<file path="src/rtl/seven_seg_pkg.sv">
// Shared types and active-low gfedcba glyph constants for the seven-segment scanner.
// A 0 bit lights a segment; bit 6 is segment g, bit 0 is segment a.
package seven_seg_pkg;

    typedef logic [6:0] seg_t;

    localparam seg_t SEG_0     = 7'b1000000;
    localparam seg_t SEG_1     = 7'b1111001;
    localparam seg_t SEG_2     = 7'b0100100;
    localparam seg_t SEG_3     = 7'b0110000;
    localparam seg_t SEG_4     = 7'b0011001;
    localparam seg_t SEG_5     = 7'b0010010;
    localparam seg_t SEG_6     = 7'b0000010;
    localparam seg_t SEG_7     = 7'b1111000;
    localparam seg_t SEG_8     = 7'b0000000;
    localparam seg_t SEG_9     = 7'b0010000;
    localparam seg_t SEG_A     = 7'b0001000;
    localparam seg_t SEG_B     = 7'b0000011;
    localparam seg_t SEG_C     = 7'b1000110;
    localparam seg_t SEG_D     = 7'b0100001;
    localparam seg_t SEG_E     = 7'b0000110;
    localparam seg_t SEG_F     = 7'b0001110;
    localparam seg_t SEG_DASH  = 7'b0111111;
    localparam seg_t SEG_BLANK = 7'b1111111;

endpackage

</file>
<file path="src/rtl/seven_seg_decode.sv">
// Combinational nibble-to-glyph decoder; output is active-low gfedcba.
// Values 10-15 render as hex letters or as a dash depending on hex_mode.
module seven_seg_decode
    import seven_seg_pkg::*;
(
    input  logic [3:0] nibble,
    input  logic       hex_mode,
    input  logic       blank,
    output seg_t       seg
);

    always_comb begin
        // NOTE: a default on entry keeps every path assigned, so no latch is inferred.
        seg = SEG_BLANK;
        if (!blank) begin
            case (nibble)
                4'h0:    seg = SEG_0;
                4'h1:    seg = SEG_1;
                4'h2:    seg = SEG_2;
                4'h3:    seg = SEG_3;
                4'h4:    seg = SEG_4;
                4'h5:    seg = SEG_5;
                4'h6:    seg = SEG_6;
                4'h7:    seg = SEG_7;
                4'h8:    seg = SEG_8;
                4'h9:    seg = SEG_9;
                4'hA:    seg = hex_mode ? SEG_A : SEG_DASH;
                4'hB:    seg = hex_mode ? SEG_B : SEG_DASH;
                4'hC:    seg = hex_mode ? SEG_C : SEG_DASH;
                4'hD:    seg = hex_mode ? SEG_D : SEG_DASH;
                4'hE:    seg = hex_mode ? SEG_E : SEG_DASH;
                default: seg = hex_mode ? SEG_F : SEG_DASH;
            endcase
        end
    end

endmodule

</file>
<file path="src/rtl/seven_seg_scan.sv">
// Time-multiplexed driver for NUM_DIGITS seven-segment digits on a shared bus,
// with leading-zero blanking and pending/display double buffering swapped at frame wrap.
module seven_seg_scan
    import seven_seg_pkg::*;
#(
    parameter int NUM_DIGITS = 4,
    parameter int SCAN_DIV   = 1000,
    parameter int HEX_MODE   = 0,
    parameter int ACTIVE_LOW = 1
) (
    input  logic                    clk,
    input  logic                    reset,
    input  logic [4*NUM_DIGITS-1:0] values,
    input  logic [NUM_DIGITS-1:0]   dp_in,
    input  logic                    load,
    input  logic                    blank_lz,
    input  logic                    enable,
    output seg_t                    seg,
    output logic                    dp,
    output logic [NUM_DIGITS-1:0]   an,
    output logic                    frame_done
);

    localparam int PW  = (SCAN_DIV > 1) ? $clog2(SCAN_DIV) : 1;
    localparam int IW  = (NUM_DIGITS > 1) ? $clog2(NUM_DIGITS) : 1;
    localparam bit INV = (ACTIVE_LOW == 0);
    localparam bit HEX = (HEX_MODE != 0);

    localparam seg_t                  SEG_OFF = INV ? 7'b0000000 : 7'b1111111;
    localparam logic                  DP_OFF  = INV ? 1'b0 : 1'b1;
    localparam logic [NUM_DIGITS-1:0] AN_OFF  = INV ? '0 : '1;

    logic [PW-1:0]             prescaler;
    logic [IW-1:0]             idx;
    logic [4*NUM_DIGITS-1:0]   pending;
    logic [4*NUM_DIGITS-1:0]   display;
    logic [NUM_DIGITS-1:0]     pend_dp;
    logic [NUM_DIGITS-1:0]     disp_dp;
    logic                      pend_v;
    logic [NUM_DIGITS-1:0]     lz_mask;
    logic                      nonzero_above;
    logic                      terminal;
    logic                      advance;
    logic                      wrap;
    seg_t                      glyph;
    logic [NUM_DIGITS-1:0]     onehot;

    assign terminal = (prescaler == PW'(SCAN_DIV - 1));
    assign advance  = enable && terminal;
    assign wrap     = advance && (idx == IW'(NUM_DIGITS - 1));
    assign onehot   = NUM_DIGITS'(1) << idx;

    // Digit k (k>0) is blank when it and every more significant digit are zero.
    always_comb begin
        lz_mask       = '0;
        nonzero_above = 1'b0;
        for (int k = NUM_DIGITS - 1; k >= 0; k--) begin
            nonzero_above = nonzero_above || (display[4*k +: 4] != 4'h0);
            lz_mask[k]    = blank_lz && (k != 0) && !nonzero_above;
        end
    end

    seven_seg_decode u_decode (
        .nibble   (display[4*idx +: 4]),
        .hex_mode (HEX),
        .blank    (lz_mask[idx]),
        .seg      (glyph)
    );

    always_ff @(posedge clk or posedge reset) begin
        if (reset) begin
            prescaler <= '0;
            idx       <= '0;
        end else if (enable) begin
            // NOTE: state registers use non-blocking assignment so every flop samples pre-edge values.
            prescaler <= terminal ? '0 : prescaler + 1'b1;
            if (terminal)
                idx <= wrap ? '0 : idx + 1'b1;
        end
    end

    // A load on the wrap cycle bypasses pending so it lands in the frame that starts now.
    always_ff @(posedge clk or posedge reset) begin
        if (reset) begin
            // NOTE: the buffers are reset too, since reset must discard pending data and show 0.
            pending <= '0;
            pend_dp <= '0;
            display <= '0;
            disp_dp <= '0;
            pend_v  <= 1'b0;
        end else if (load && wrap) begin
            display <= values;
            disp_dp <= dp_in;
            pend_v  <= 1'b0;
        end else if (load) begin
            pending <= values;
            pend_dp <= dp_in;
            pend_v  <= 1'b1;
        end else if (wrap && pend_v) begin
            display <= pending;
            disp_dp <= pend_dp;
            pend_v  <= 1'b0;
        end
    end

    always_ff @(posedge clk or posedge reset) begin
        if (reset) begin
            seg        <= SEG_OFF;
            dp         <= DP_OFF;
            an         <= AN_OFF;
            frame_done <= 1'b0;
        end else begin
            frame_done <= wrap;
            if (enable) begin
                seg <= INV ? ~glyph : glyph;
                dp  <= INV ? disp_dp[idx] : ~disp_dp[idx];
                an  <= INV ? onehot : ~onehot;
            end else begin
                seg <= SEG_OFF;
                dp  <= DP_OFF;
                an  <= AN_OFF;
            end
        end
    end

endmodule
</file>
<file path="config.mk">
export PLATFORM = sky130hd
export DESIGN_NAME = seven_seg_scan
export DESIGN_NICKNAME = d
export VERILOG_FILES = /design/src/rtl/seven_seg_pkg.sv /design/src/rtl/seven_seg_decode.sv /design/src/rtl/seven_seg_scan.sv
export SDC_FILE = /design/constraint.sdc
export NUM_CORES = 1
export LEC_CHECK = 0
export CAP_MARGIN = 20
export CORE_MARGIN = 1
export CORE_UTILIZATION = 40
export DETAILED_ROUTE_END_ITERATION = 8
export DONT_BUFFER_PORTS = 1
export MAX_ROUTING_LAYER = met4
export PLACE_DENSITY = 0.63
export SETUP_SLACK_MARGIN = 0.15
export SLEW_MARGIN = 20
export SYNTH_ARGS = -nofsm -noshare
export SYNTH_HDL_FRONTEND = slang
export SYNTH_SLANG_ARGS = --single-unit
</file>
<file path="constraint.sdc">
create_clock -name clk -period 5.4 [get_ports clk]
set_clock_uncertainty 0.05 [all_clocks]
set_input_delay 0.54 -clock clk [delete_from_list [all_inputs] [get_ports clk]]
set_output_delay 0.54 -clock clk [all_outputs]
set_load 0.02 [all_outputs]
</file>
==> metrics <==
DIE HEIGHT=roughly 90 µm; CTS buffer count=9; async set or reset register ratio after synthesis=between 90% and 100%; I/O Buffers=0; status=completed; Core ar.=0.00733 mm²; Ys Warns=0; hpwl dp=~3600 µm; critical path class=register to register; hold crit path type=primary input to register; die area=0.00799 mm²; synthesis-to-finish area growth=7.91%; clock tree buffer depth=2; # rows=31; crit path time final=approximately 2.6 ns; Final TNS setup=0 ns; mux share of post-synthesis cell area=between 10% and 20%; hold_buf cts=0; DRT iter0 DRCs=82; leakage=roughly 1.4 nW; synthesized instance count=~260; effective utilization at floorplan=roughly two fifths; RSZ-0062 raised after global routing=false; crit path max fanout=20; CTS clk-pin slew, worst paths=approximately 0.07 ns; r2r setup slk=~2.8 ns; depth of the most critical reg-to-reg path=4; Critical Path RT=between 5 and 6 ns; Placed Area=a little over 0.003 mm²; endpoints failing setup=0; Startpoint Class=register; Crit. path cell count=4; MaxCap Viol Count=0; post-synthesis compound-gate area fraction=13.1%; CP max stage cell=o31ai_4; CP Capture Type=register; Root Driver=clkbuf_8; ANT nets after route=0; Seq/Total Area, Yosys=between 50% and 60%; Die W=89.4 µm; peak supply drop=~0.00017 V; GP Congestion=between 0.7 and 0.8; Final Power=around 1.1 mW; Max Freq=391 MHz; first-pass GRT wire length=9120 µm; initial antenna violation count=0; final period utilization=between 40 and 50%; syn_area_per_cell=11.8 µm²; total grt overflow=0; CTS Sinks=66; CP delay by family, top=compound AO/OA/AOI/OAI gates; synth unique cells=39; final hold vios=0; Worst-Margin Slew=around 1.0 ns; All-Layer GR Usage=between 10% and 20%; max-slew violation count=0; Mapped Nets=between 200 and 300; Critical Path, Cell by Cell=ha_1 > nand2_1 > o31ai_4 > mux2_2; ant diodes=0; Rel. slew slack=between 30% and 40%; IO Pins=38; final wirelength=5380 µm; design area=roughly 0.0033 mm²; vias=1893; hold depth=1; post-cts resize count=0; Worst path max stage delay=about 0.93 ns; Adder-Cell Fraction of Synth Area=around 2.0%; Vias/cell=5.24; pin count of the biggest net entering global routing=67; Nets=about 290; simple-gate area share of the yosys netlist=about an eighth; DRC viols=0; vias in the first global route=1859; Post-synth EDFFs=0; CP Data Arrival Time=~2.7 ns; #FFs+latches synth=66; Synth Flop Type=dfrtp_1; power density over the cells=327 mW/mm²; largest family of logic cells by synthesized area=compound AO/OA/AOI/OAI gates; mapped cell area=0.00305 mm²; CTS tree=done; setup bufs post-CTS=0; ratio of cells with drive above 1 in the final layout=between 30% and 40%; Pre-Repair DR Iteration Count=4; routed len/inst=14.9 µm; H-tree depth=3; Filler cells=roughly 670; Crit path buffers/inverters=0; worst skew pair latency=0.34 ns; post-synthesis xor/xnor area fraction=2.30%
[stage by stage]
| step | cells | setup slack (ns) | hold WS [ns] | utilization, % |
|---|---|---|---|---|
| after global routing | 361 | 2.63 | 0.162 | 44.9 |
| after detailed placement | 345 | 2.80 | 0.415 | 42.5 |
| after floorplan | 258 | 3.18 | 0.396 | - |
| final | 361 | 2.84 | 0.184 | 44.9 |
| after global placement | 345 | 2.89 | 0.413 | 42.5 |
| after CTS | 361 | 2.79 | 0.160 | 44.9 |
[cells by family (layout without fill, tap and decap cells)]
family,Yosys count,count (layout)
compound gates,56,56
xor+xnor,8,8
fa+ha+maj,5,5
buf+inv,21,25
flops,66,66
mux,28,28
simple gates,74,74
[cell usage in the layout (no fill, tap or decap), drive strengths merged, types with 3 or more instances in the layout]
cell type | synthesis | layout
xnor2 | 7 | 7
dfstp | 12 | 12
mux4 | 5 | 5
dfrtp | 54 | 54
nor4 | 3 | 3
nand2 | 34 | 34
o21ai | 26 | 26
ha | 5 | 5
nand4 | 4 | 4
o22ai | 21 | 21
nor2 | 18 | 18
nand3 | 4 | 4
clkbuf | 4 | 13
mux2 | 21 | 21
inv | 7 | 7
[sequential cells by signal, indices dropped and copies added (netlist names)]
| register | count |
|---|---|
| seg | 7 |
| prescaler | 10 |
| dp | 1 |
| idx | 2 |
| pending | 16 |
| pend_dp | 4 |
| display | 16 |
| frame_done | 1 |
| an | 4 |
| disp_dp | 4 |
| pend_v | 1 |
[synthesized netlist by cell type, types with 3 or more instances]
master,n,share of area (%)
nand3_1,4,0.66
o21ai_2,20,5.7
inv_1,7,0.86
dfrtp_1,54,44
mux4_2,5,3.7
o22ai_1,21,4.3
clkbuf_1,4,0.49
dfstp_2,12,10
buf_6,5,1.8
ha_1,5,2.0
buf_2,5,0.82
xnor2_1,7,2.0
o21ai_0,4,0.66
nor4_1,3,0.61
nand4_1,3,0.61
nand2_1,34,4.2
nor2_1,15,1.8
mux2_2,21,7.7
[layout make-up]
cell class	instances	area, µm²	area share [%]
multi-input cells	171	1280	39.0
clock inverters	3	40.0	1.22
flip-flops and latches	66	1670	50.6
well taps	99	124	3.76
clock buffers	13	139	4.22
repair buffers	2	15.0	0.456
inverters	7	26.3	0.798
[where the power goes]
part           switching (mW)  leakage, nW  internal, mW
sequential             0.0463        0.813         0.542
clock                   0.172       0.0914         0.212
combinational          0.0526        0.450        0.0514
total                   0.270         1.35         0.806
[routing by layer]
metal,GRT usage (%),wire (µm)
met4,6.06,77
met1,20.7,2580
met5,-,0
met3,6.00,245
met2,23.6,2480
[worst paths after layout]
path                                  from           end
max in group asynchronous            reset  prescaler[1]
worst max register to register      idx[0]    pending[4]
worst min-delay path                enable         an[2]
worst max-delay path                idx[0]    pending[4]
min in group asynchronous            reset    pend_dp[0]
worst min register to register  disp_dp[1]    disp_dp[1]
[worst reg2reg max path, delay by kind of cell (launching register included)]
kind | cells | cell delay [ns]
compound gates | 1 | 0.93
flops | 1 | 0.61
mux | 1 | 0.43
fa+ha+maj | 1 | 0.27
simple gates | 1 | 0.16
(Power assumes the default switching activity.)
